### src/rtl/tcam_ctrl_pkg.sv
`default_nettype none
// ============================================================================
//  Package     : cam_defs
//  Description : Shared types for the TCAM request/response controller.
//                tcam_op_e         - command opcodes carried on req_op
//                tcam_status_e     - response codes carried on resp_status
//                tcam_ctrl_state_e - controller FSM states
//  Revision    : 1.0  initial release
// ============================================================================
package cam_defs;

   typedef enum logic [1:0] {
      OP_SEARCH = 2'd0,
      OP_INSERT = 2'd1,
      OP_DELETE = 2'd2,
      OP_RSVD   = 2'd3
   } tcam_op_e;

   typedef enum logic [1:0] {
      STS_OK   = 2'd0,
      STS_MISS = 2'd1,
      STS_FULL = 2'd2,
      STS_ERR  = 2'd3
   } tcam_status_e;

   typedef enum logic [1:0] {
      ST_INIT = 2'd0,
      ST_IDLE = 2'd1,
      ST_EXEC = 2'd2,
      ST_RESP = 2'd3
   } tcam_ctrl_state_e;

endpackage
`default_nettype wire

### src/rtl/tcam_ctrl_if.sv
`default_nettype none
// ============================================================================
//  Interface   : tcam_ctrl_if
//  Description : Command/response handshake bundle of the TCAM controller.
//  Signals     : req_valid/req_ready   command handshake
//                req_op, req_key, req_mask, req_idx   command payload
//                resp_valid/resp_ready response handshake
//                resp_status, resp_idx response payload
//  Modports    : master - client issuing commands
//                slave  - controller serving commands
//  Revision    : 1.0  initial release
// ============================================================================
interface tcam_ctrl_if #(
   parameter int TCAM_WIDTH = 32,
   parameter int IDX_W      = 4
) ();

   logic                  req_valid;
   logic                  req_ready;
   logic [1:0]            req_op;
   logic [TCAM_WIDTH-1:0] req_key;
   logic [TCAM_WIDTH-1:0] req_mask;
   logic [IDX_W-1:0]      req_idx;
   logic                  resp_valid;
   logic                  resp_ready;
   logic [1:0]            resp_status;
   logic [IDX_W-1:0]      resp_idx;

   modport master (
      output req_valid, req_op, req_key, req_mask, req_idx, resp_ready,
      input  req_ready, resp_valid, resp_status, resp_idx
   );

   modport slave (
      input  req_valid, req_op, req_key, req_mask, req_idx, resp_ready,
      output req_ready, resp_valid, resp_status, resp_idx
   );

endinterface
`default_nettype wire

### src/rtl/prior_mux.sv
`default_nettype none
// ============================================================================
//  Module      : prior_mux
//  Description : Lowest-index priority selector.
//  Ports       : req   in  MUX_WIDTH  request vector
//                found out 1          at least one request bit set
//                idx   out SEL_W      index of the lowest set bit (0 if none)
//  Revision    : 1.0  initial release
// ============================================================================
module prior_mux #(
   parameter int  MUX_WIDTH = 16,
   localparam int SEL_W     = (MUX_WIDTH > 1) ? $clog2(MUX_WIDTH) : 1
) (
   input  logic [MUX_WIDTH-1:0] req,
   output logic                 found,
   output logic [SEL_W-1:0]     idx
);

   // Scanning from the top down lets the lowest set bit overwrite last.
   always_comb begin
      found = 1'b0;
      idx   = '0;
      for (int i = MUX_WIDTH - 1; i >= 0; i--) begin
         if (req[i]) begin
            found = 1'b1;
            idx   = SEL_W'(i);
         end
      end
   end

endmodule
`default_nettype wire

### src/rtl/tcam_ctrl.sv
`default_nettype none
// ============================================================================
//  Module      : tcam_ctrl
//  Description : Request/response front-end owning one tcam. Serves SEARCH,
//                INSERT and DELETE commands, keeps a valid bitmap with a free
//                counter, allocates the lowest free slot and frees entries by
//                overwriting them with DEAD_KEY. On reset the whole array is
//                swept with DEAD_KEY before commands are accepted.
//  Ports       : clk, rst            clock, synchronous active-high reset
//                bus (slave)         command/response handshake
//                tcam_data_we/idx/i/mask  write/search port to the tcam
//                tcam_index_rdy/o    combinational match result from the tcam
//                init_done           init sweep finished
//                free_count          number of invalid entries
//  Revision    : 1.0  initial release
// ============================================================================
module tcam_ctrl
   import cam_defs::*;
#(
   parameter int                    TCAM_WIDTH = 32,
   parameter int                    TCAM_DEPTH = 16,
   parameter logic [TCAM_WIDTH-1:0] DEAD_KEY   = '1,
   localparam int                   IDX_W      = $clog2(TCAM_DEPTH),
   localparam int                   CNT_W      = $clog2(TCAM_DEPTH + 1)
) (
   input  logic                  clk,
   input  logic                  rst,
   tcam_ctrl_if.slave            bus,
   output logic                  tcam_data_we,
   output logic [IDX_W-1:0]      tcam_data_idx,
   output logic [TCAM_WIDTH-1:0] tcam_data_i,
   output logic [TCAM_WIDTH-1:0] tcam_data_mask,
   input  logic                  tcam_index_rdy,
   input  logic [IDX_W-1:0]      tcam_index_o,
   output logic                  init_done,
   output logic [CNT_W-1:0]      free_count
);

   localparam logic [IDX_W-1:0] LAST_IDX = IDX_W'(TCAM_DEPTH - 1);

   tcam_ctrl_state_e      r_state;
   tcam_ctrl_state_e      w_state_nxt;
   logic [IDX_W-1:0]      r_init_idx;
   logic                  r_init_done;
   tcam_op_e              r_op;
   logic [TCAM_WIDTH-1:0] r_key;
   logic [TCAM_WIDTH-1:0] r_mask;
   logic [IDX_W-1:0]      r_idx;
   logic [TCAM_DEPTH-1:0] r_valid;
   logic [CNT_W-1:0]      r_free_count;
   tcam_status_e          r_status;
   logic [IDX_W-1:0]      r_resp_idx;

   logic [TCAM_DEPTH-1:0] w_free_map;
   logic                  w_free_found;
   logic [IDX_W-1:0]      w_free_idx;
   logic                  w_ins_ok;
   logic                  w_del_ok;
   tcam_status_e          w_status;
   logic [IDX_W-1:0]      w_idx;

   // ------------------------------------------------------------------
   // Free-slot selection: lowest clear bit of the valid bitmap.
   // ------------------------------------------------------------------
   assign w_free_map = ~r_valid;

   prior_mux #(
      .MUX_WIDTH (TCAM_DEPTH)
   ) u_free_sel (
      .req   (w_free_map),
      .found (w_free_found),
      .idx   (w_free_idx)
   );

   // free_count always equals popcount(~valid), so "some bit free" and
   // "free_count != 0" are the same condition.
   assign w_ins_ok = w_free_found;
   assign w_del_ok = r_valid[r_idx];

   // ------------------------------------------------------------------
   // FSM: state register
   // ------------------------------------------------------------------
   always_ff @(posedge clk) begin
      if (rst) begin
         r_state <= ST_INIT;
      end else begin
         r_state <= w_state_nxt;
      end
   end

   // ------------------------------------------------------------------
   // FSM: next state
   // ------------------------------------------------------------------
   always_comb begin
      w_state_nxt = r_state;
      case (r_state)
         ST_INIT: if (r_init_idx == LAST_IDX) w_state_nxt = ST_IDLE;
         ST_IDLE: if (bus.req_valid)          w_state_nxt = ST_EXEC;
         ST_EXEC:                             w_state_nxt = ST_RESP;
         ST_RESP: if (bus.resp_ready)         w_state_nxt = ST_IDLE;
         default:                             w_state_nxt = ST_INIT;
      endcase
   end

   // ------------------------------------------------------------------
   // FSM: outputs. Everything is forced idle while rst is high so the
   // array is never written before the sweep actually starts.
   // ------------------------------------------------------------------
   always_comb begin
      bus.req_ready  = 1'b0;
      bus.resp_valid = 1'b0;
      tcam_data_we   = 1'b0;
      tcam_data_idx  = '0;
      tcam_data_i    = '0;
      tcam_data_mask = '0;
      if (!rst) begin
         case (r_state)
            ST_INIT: begin
               tcam_data_we  = 1'b1;
               tcam_data_idx = r_init_idx;
               tcam_data_i   = DEAD_KEY;
            end
            ST_IDLE: bus.req_ready = 1'b1;
            ST_EXEC: begin
               case (r_op)
                  OP_SEARCH: begin
                     tcam_data_i    = r_key;
                     tcam_data_mask = r_mask;
                  end
                  OP_INSERT: begin
                     if (w_ins_ok) begin
                        tcam_data_we  = 1'b1;
                        tcam_data_idx = w_free_idx;
                        tcam_data_i   = r_key;
                     end
                  end
                  OP_DELETE: begin
                     if (w_del_ok) begin
                        tcam_data_we  = 1'b1;
                        tcam_data_idx = r_idx;
                        tcam_data_i   = DEAD_KEY;
                     end
                  end
                  default: ;
               endcase
            end
            ST_RESP: bus.resp_valid = 1'b1;
            default: ;
         endcase
      end
   end

   // ------------------------------------------------------------------
   // Response decode for the command in EXEC. A search hit must also land
   // on a valid entry; freed entries only hold DEAD_KEY.
   // ------------------------------------------------------------------
   always_comb begin
      w_status = STS_OK;
      w_idx    = '0;
      case (r_op)
         OP_SEARCH: begin
            if (tcam_index_rdy && r_valid[tcam_index_o]) begin
               w_idx = tcam_index_o;
            end else begin
               w_status = STS_MISS;
            end
         end
         OP_INSERT: begin
            if (w_ins_ok) begin
               w_idx = w_free_idx;
            end else begin
               w_status = STS_FULL;
            end
         end
         OP_DELETE: begin
            if (w_del_ok) begin
               w_idx = r_idx;
            end else begin
               w_status = STS_ERR;
            end
         end
         default: w_status = STS_ERR;
      endcase
   end

   // ------------------------------------------------------------------
   // Datapath registers
   // ------------------------------------------------------------------
   always_ff @(posedge clk) begin
      if (rst) begin
         r_init_idx   <= '0;
         r_init_done  <= 1'b0;
         r_op         <= OP_SEARCH;
         r_key        <= '0;
         r_mask       <= '0;
         r_idx        <= '0;
         r_valid      <= '0;
         r_free_count <= CNT_W'(TCAM_DEPTH);
         r_status     <= STS_OK;
         r_resp_idx   <= '0;
      end else begin
         case (r_state)
            ST_INIT: begin
               if (r_init_idx == LAST_IDX) begin
                  r_init_idx  <= '0;
                  r_init_done <= 1'b1;
               end else begin
                  r_init_idx <= r_init_idx + IDX_W'(1);
               end
            end
            ST_IDLE: begin
               if (bus.req_valid) begin
                  r_op   <= tcam_op_e'(bus.req_op);
                  r_key  <= bus.req_key;
                  r_mask <= bus.req_mask;
                  r_idx  <= bus.req_idx;
               end
            end
            ST_EXEC: begin
               r_status   <= w_status;
               r_resp_idx <= w_idx;
               // Bitmap and counter move on the same edge as the tcam write.
               if (r_op == OP_INSERT && w_ins_ok) begin
                  r_valid[w_free_idx] <= 1'b1;
                  r_free_count        <= r_free_count - CNT_W'(1);
               end
               if (r_op == OP_DELETE && w_del_ok) begin
                  r_valid[r_idx] <= 1'b0;
                  r_free_count   <= r_free_count + CNT_W'(1);
               end
            end
            default: ;
         endcase
      end
   end

   assign bus.resp_status = r_status;
   assign bus.resp_idx    = r_resp_idx;
   assign init_done       = r_init_done;
   assign free_count      = r_free_count;

endmodule
`default_nettype wire

### src/flat_wrapper.sv
// flat-port wrapper written by rule: the top's interface ports become plain ports
module tcam_ctrl_flat import cam_defs::*;
#(
   parameter int                    TCAM_WIDTH = 32,
   parameter int                    TCAM_DEPTH = 16,
   parameter logic [TCAM_WIDTH-1:0] DEAD_KEY   = '1,
   localparam int                   IDX_W      = $clog2(TCAM_DEPTH),
   localparam int                   CNT_W      = $clog2(TCAM_DEPTH + 1)
)
  (clk, rst, tcam_data_we, tcam_data_idx, tcam_data_i, tcam_data_mask, tcam_index_rdy, tcam_index_o, init_done, free_count, bus_req_valid, bus_req_op, bus_req_key, bus_req_mask, bus_req_idx, bus_resp_ready, bus_req_ready, bus_resp_valid, bus_resp_status, bus_resp_idx);
  tcam_ctrl_if #(.TCAM_WIDTH(TCAM_WIDTH), .IDX_W((4))) bus_i ();
  input  logic clk;
  input  logic rst;
  output logic tcam_data_we;
  output logic [IDX_W-1:0] tcam_data_idx;
  output logic [TCAM_WIDTH-1:0] tcam_data_i;
  output logic [TCAM_WIDTH-1:0] tcam_data_mask;
  input  logic tcam_index_rdy;
  input  logic [IDX_W-1:0] tcam_index_o;
  output logic init_done;
  output logic [CNT_W-1:0] free_count;
  input wire logic [$bits(bus_i.req_valid)-1:0] bus_req_valid;
  input wire logic [$bits(bus_i.req_op)-1:0] bus_req_op;
  input wire logic [$bits(bus_i.req_key)-1:0] bus_req_key;
  input wire logic [$bits(bus_i.req_mask)-1:0] bus_req_mask;
  input wire logic [$bits(bus_i.req_idx)-1:0] bus_req_idx;
  input wire logic [$bits(bus_i.resp_ready)-1:0] bus_resp_ready;
  output wire logic [$bits(bus_i.req_ready)-1:0] bus_req_ready;
  output wire logic [$bits(bus_i.resp_valid)-1:0] bus_resp_valid;
  output wire logic [$bits(bus_i.resp_status)-1:0] bus_resp_status;
  output wire logic [$bits(bus_i.resp_idx)-1:0] bus_resp_idx;
  assign bus_i.req_valid = bus_req_valid;
  assign bus_i.req_op = bus_req_op;
  assign bus_i.req_key = bus_req_key;
  assign bus_i.req_mask = bus_req_mask;
  assign bus_i.req_idx = bus_req_idx;
  assign bus_i.resp_ready = bus_resp_ready;
  assign bus_req_ready = bus_i.req_ready;
  assign bus_resp_valid = bus_i.resp_valid;
  assign bus_resp_status = bus_i.resp_status;
  assign bus_resp_idx = bus_i.resp_idx;
  tcam_ctrl #(.TCAM_WIDTH(TCAM_WIDTH), .TCAM_DEPTH(TCAM_DEPTH), .DEAD_KEY(DEAD_KEY)) u_core (.clk(clk), .rst(rst), .bus(bus_i), .tcam_data_we(tcam_data_we), .tcam_data_idx(tcam_data_idx), .tcam_data_i(tcam_data_i), .tcam_data_mask(tcam_data_mask), .tcam_index_rdy(tcam_index_rdy), .tcam_index_o(tcam_index_o), .init_done(init_done), .free_count(free_count));
endmodule
### config.mk
export PLATFORM = sky130hd
export DESIGN_NAME = tcam_ctrl_flat
export DESIGN_NICKNAME = d
export VERILOG_FILES = /design/src/rtl/tcam_ctrl_pkg.sv /design/src/rtl/tcam_ctrl_if.sv /design/src/rtl/prior_mux.sv /design/src/rtl/tcam_ctrl.sv /design/src/flat_wrapper.sv
export SDC_FILE = /design/constraint.sdc
export NUM_CORES = 1
export LEC_CHECK = 0
export ABC_AREA = 1
export CAP_MARGIN = 20
export CELL_PAD_IN_SITES_DETAIL_PLACEMENT = 2
export CELL_PAD_IN_SITES_GLOBAL_PLACEMENT = 2
export CORE_ASPECT_RATIO = 0.6
export CORE_UTILIZATION = 27
export CTS_BUF_LIST = sky130_fd_sc_hd__clkbuf_2 sky130_fd_sc_hd__clkbuf_4 sky130_fd_sc_hd__clkbuf_8
export CTS_CLUSTER_SIZE = 24
export DETAILED_ROUTE_END_ITERATION = 7
export PLACE_DENSITY_LB_ADDON = 0.1
export REMOVE_ABC_BUFFERS = 1
export SKIP_LAST_GASP = 1
export SYNTH_ARGS = -nofsm -noshare
export SYNTH_HDL_FRONTEND = slang
export SYNTH_SLANG_ARGS = --single-unit
### constraint.sdc
create_clock -name clk -period 4.55 [get_ports clk]
set_clock_uncertainty 0.15 [all_clocks]
set_input_delay 0.91 -clock clk [delete_from_list [all_inputs] [get_ports clk]]
set_output_delay 0.91 -clock clk [all_outputs]
set_load 0.1 [all_outputs]
==> flow_summary.yaml <==
outcome:
  outcome: "completed"
synth:
  yosys_register_bits: 104
  yosys-top-cells-area: "dfxtp_1 (38%), o21ai_0 (12%), a21oi_1 (9.5%), nand2_1 (9.4%), nor2_1 (9.3%)"
  synth_seq_area_share_pct: 37.8
  ys_warn_count: 0
  synth_top_area_share_pct: 37.8
  synth_cell_types: 37
  synth_top_cell_by_area: "dfxtp_1"
  syn_inst: 845
  syn_area_per_cell_um2: 6.52
  synth_area_mm2: 0.00551
cts:
  clk_latency_ns: 0.39
  cts_tree: "yes"
  htree_levels: 3
  hold_buffers: 0
  clk_pin_slew_ns: 0.10
  clock-sinks: 104
  post_cts_resized: 0
  cts_setup_buffers: 0
  cts_made_buffers: 9
  clock-root-buffer: "clkbuf_8"
  clk_path_buf_depth: 2
power_and_ir_drop:
  vdd_drop_max_mv: 0.240
  cellPowerDensity_mw_per_mm2: 474
  p_leak_nw: 3.06
cells_and_area:
  final_common_cell: "nand2_1"
  fin_nets: 1069
  layout_common_cells: "nand2_1 (137), nor2_1 (135), o21ai_0 (127)"
  drive_gt1_share_pct: 12.2
  antenna_cells: 0
  multiInputGateArea_mm2: 0.00287
  regArea_mm2: 0.00208
  areaGrowthSynthToFinish_pct: 40.9
  n_fill_cell: 2390
timing:
  setup-violations-final: 0
  hold_ws_ns: 0.314
  setup_tns_ns: 0
  fmax_mhz: 250
  rsz0062_at_grt: "false"
  slew_headroom_pct: 30.1
  finalCritPeriodShare_pct: 87.7
  timing.final.crit_period_ns: 3.99
  tightestPinTransition_ns: 1.04
  drv_slew: 0
  hold_violations: 0
setup_path:
  crit_fanout: 21
  required_ns: 3.49
  critPathLaunchType: "register"
  r2r_start: "u_core.r_idx[3]"
  rrSetupSlack_ns: 1.48
  critPathCapture: "tcam_data_idx[3]"
  worstPathArrival_ns: 2.93
  endpoint_kind: "primary output"
  worstRegToRegCells: 14
  rr_endpoint: "u_core.free_count[4]"
  critPathKind: "reg -> out"
  startpoint: "u_core.r_idx[0]"
grt:
  grt_pass1_vias: 6204
  use_met2_pct: 30.3
  grt.overflow.total: 0
  top_usage_layer: "met2"
  met3_usage_pct: 7.16
  antenna_found_initial: 2
  grtUsageTotal_pct: 20.9
  grt_pass1_wl_mm: 34.6
  grt_use_met1_pct: 30.1
  grt_max_degree: 92
routing:
  routed_wl_mm: 21.7
  viasPerCell: 4.84
  ant_nets: 0
  drc: 0
  firstDrtPassIters: 4
  wl_per_cell_um: 17.3
  drtIter0Drc: 240
  vias: 6072
floorplan:
  dieArea_mm2: 0.0210
  io_pins: 162
  core_area_mm2: 0.0200
  initial_utilization_pct: 27.5
  die_x_um: 186
  rows: 40
  die_h_um: 113
min_path:
  hp-class: "reg -> reg"
placed_design:
  gp_congestion: 0.864
  io_buffers: 161
  dp_hpwl_mm: 16.1
flow_run:
  maxCapViolations: 0
## per-layer routing
layer | vias up | part of all wire, %
li1 | 3014 | -
met1 | 2900 | 52
met2 | 142 | 40
met3 | 14 | 7.9
met4 | 2 | 0.57
met5 | - | 0.060
## per-stage QoR
step                std cells  worst slack [ns]  utilization [%]  power (mW)  cell area (um^2)
finish                   1255             0.557             38.8        3.68              7760
global route             1255             0.388             38.8        3.90              7760
CTS                      1255             0.564             38.8        3.73              7760
detailed placement       1239              1.02             37.9        3.14              7580
global placement         1239              1.08             37.9        3.11              7580
floorplan                 791            -0.854                -        2.55              5280
## layout make-up
class	instances	share of cell area, %
multi-input cells	595	36.9
well taps	273	4.40
repair buffers	175	25.1
flip-flops and latches	104	26.8
clock buffers	10	1.69
inverters	92	4.45
clock inverters	6	0.645
## synth_stat cells
cell	instances
nand2_2	2
nand2_1	138
a21oi_4	1
or2_0	1
a22oi_1	1
o31ai_1	3
buf_2	3
o21ai_1	8
dfxtp_1	104
a31oi_1	2
a31o_2	1
fa_1	1
nor2_1	136
nor3_1	6
nor4_1	2
inv_1	84
nor4_4	1
o21a_1	4
o22ai_1	10
a21oi_1	105
nor2_4	1
and3_1	2
nor3_2	1
xnor2_1	2
nand3_1	18
buf_1	3
buf_4	1
o21ai_0	127
ha_1	12
clkinv_1	1
nand4_1	3
inv_2	7
clkbuf_1	45
a21oi_2	1
buf_6	2
o211ai_1	3
a211oi_1	3
## worst max-delay path, stage by stage (launching register included)
cell     delay [ns]
dfxtp_1        0.40
inv_2          0.07
nand2_1        0.19
o22ai_1        0.11
o21ai_1        0.16
nand4_1        0.18
nand2_2        0.46
inv_2          0.19
a22oi_1        0.33
o21a_1         0.16
nor2_1         0.04
buf_4          0.24
## report_power, final
part           switching [mW]  internal [mW]  total, mW
clock network           0.358          0.215      0.572
registers              0.0848           1.07       1.16
logic                    1.49          0.468       1.95
## worst min-delay path by stage
| stage | slack (ns) | cells after the start | from | to |
|---|---|---|---|---|
| 2_1_floorplan | 0.28 | 2 | u_core.r_mask[0] | u_core.r_mask[0] |
| 3_3_place_gp | 0.29 | 2 | u_core.r_mask[0] | u_core.r_mask[0] |
| 3_5_place_dp | 0.30 | 2 | u_core.r_mask[7] | u_core.r_mask[7] |
| 4_1_cts | 0.32 | 2 | u_core.r_mask[16] | u_core.r_mask[16] |
| 5_1_grt | 0.34 | 2 | u_core.r_mask[12] | u_core.r_mask[12] |
| 6_report | 0.31 | 2 | u_core.r_mask[18] | u_core.r_mask[18] |
## cells by family (layout without fill, tap and decap cells)
family	Yosys count	count (layout)	synth area share (%)
xor gates and xnor gates	2	2	0.318
buffers and inverters	146	283	10.4
DFF	104	104	37.8
AOI/OAI and AO/OA	269	269	25.7
and+or+nand+nor	311	311	22.8
adders and majority gates	13	13	3.09
## flip-flops by register name, indices dropped and copies added, names as in the netlist
signal	flops
u_core.free_count	5
u_core.init_done	1
u_core.r_state	2
u_core.r_key	32
u_core.r_op	2
u_core.bus.resp_status	2
u_core.r_mask	32
u_core.bus.resp_idx	4
u_core.r_init_idx	4
u_core.r_idx	4
u_core.r_valid	16
Note: power is estimated with default switching activity, not from simulation.
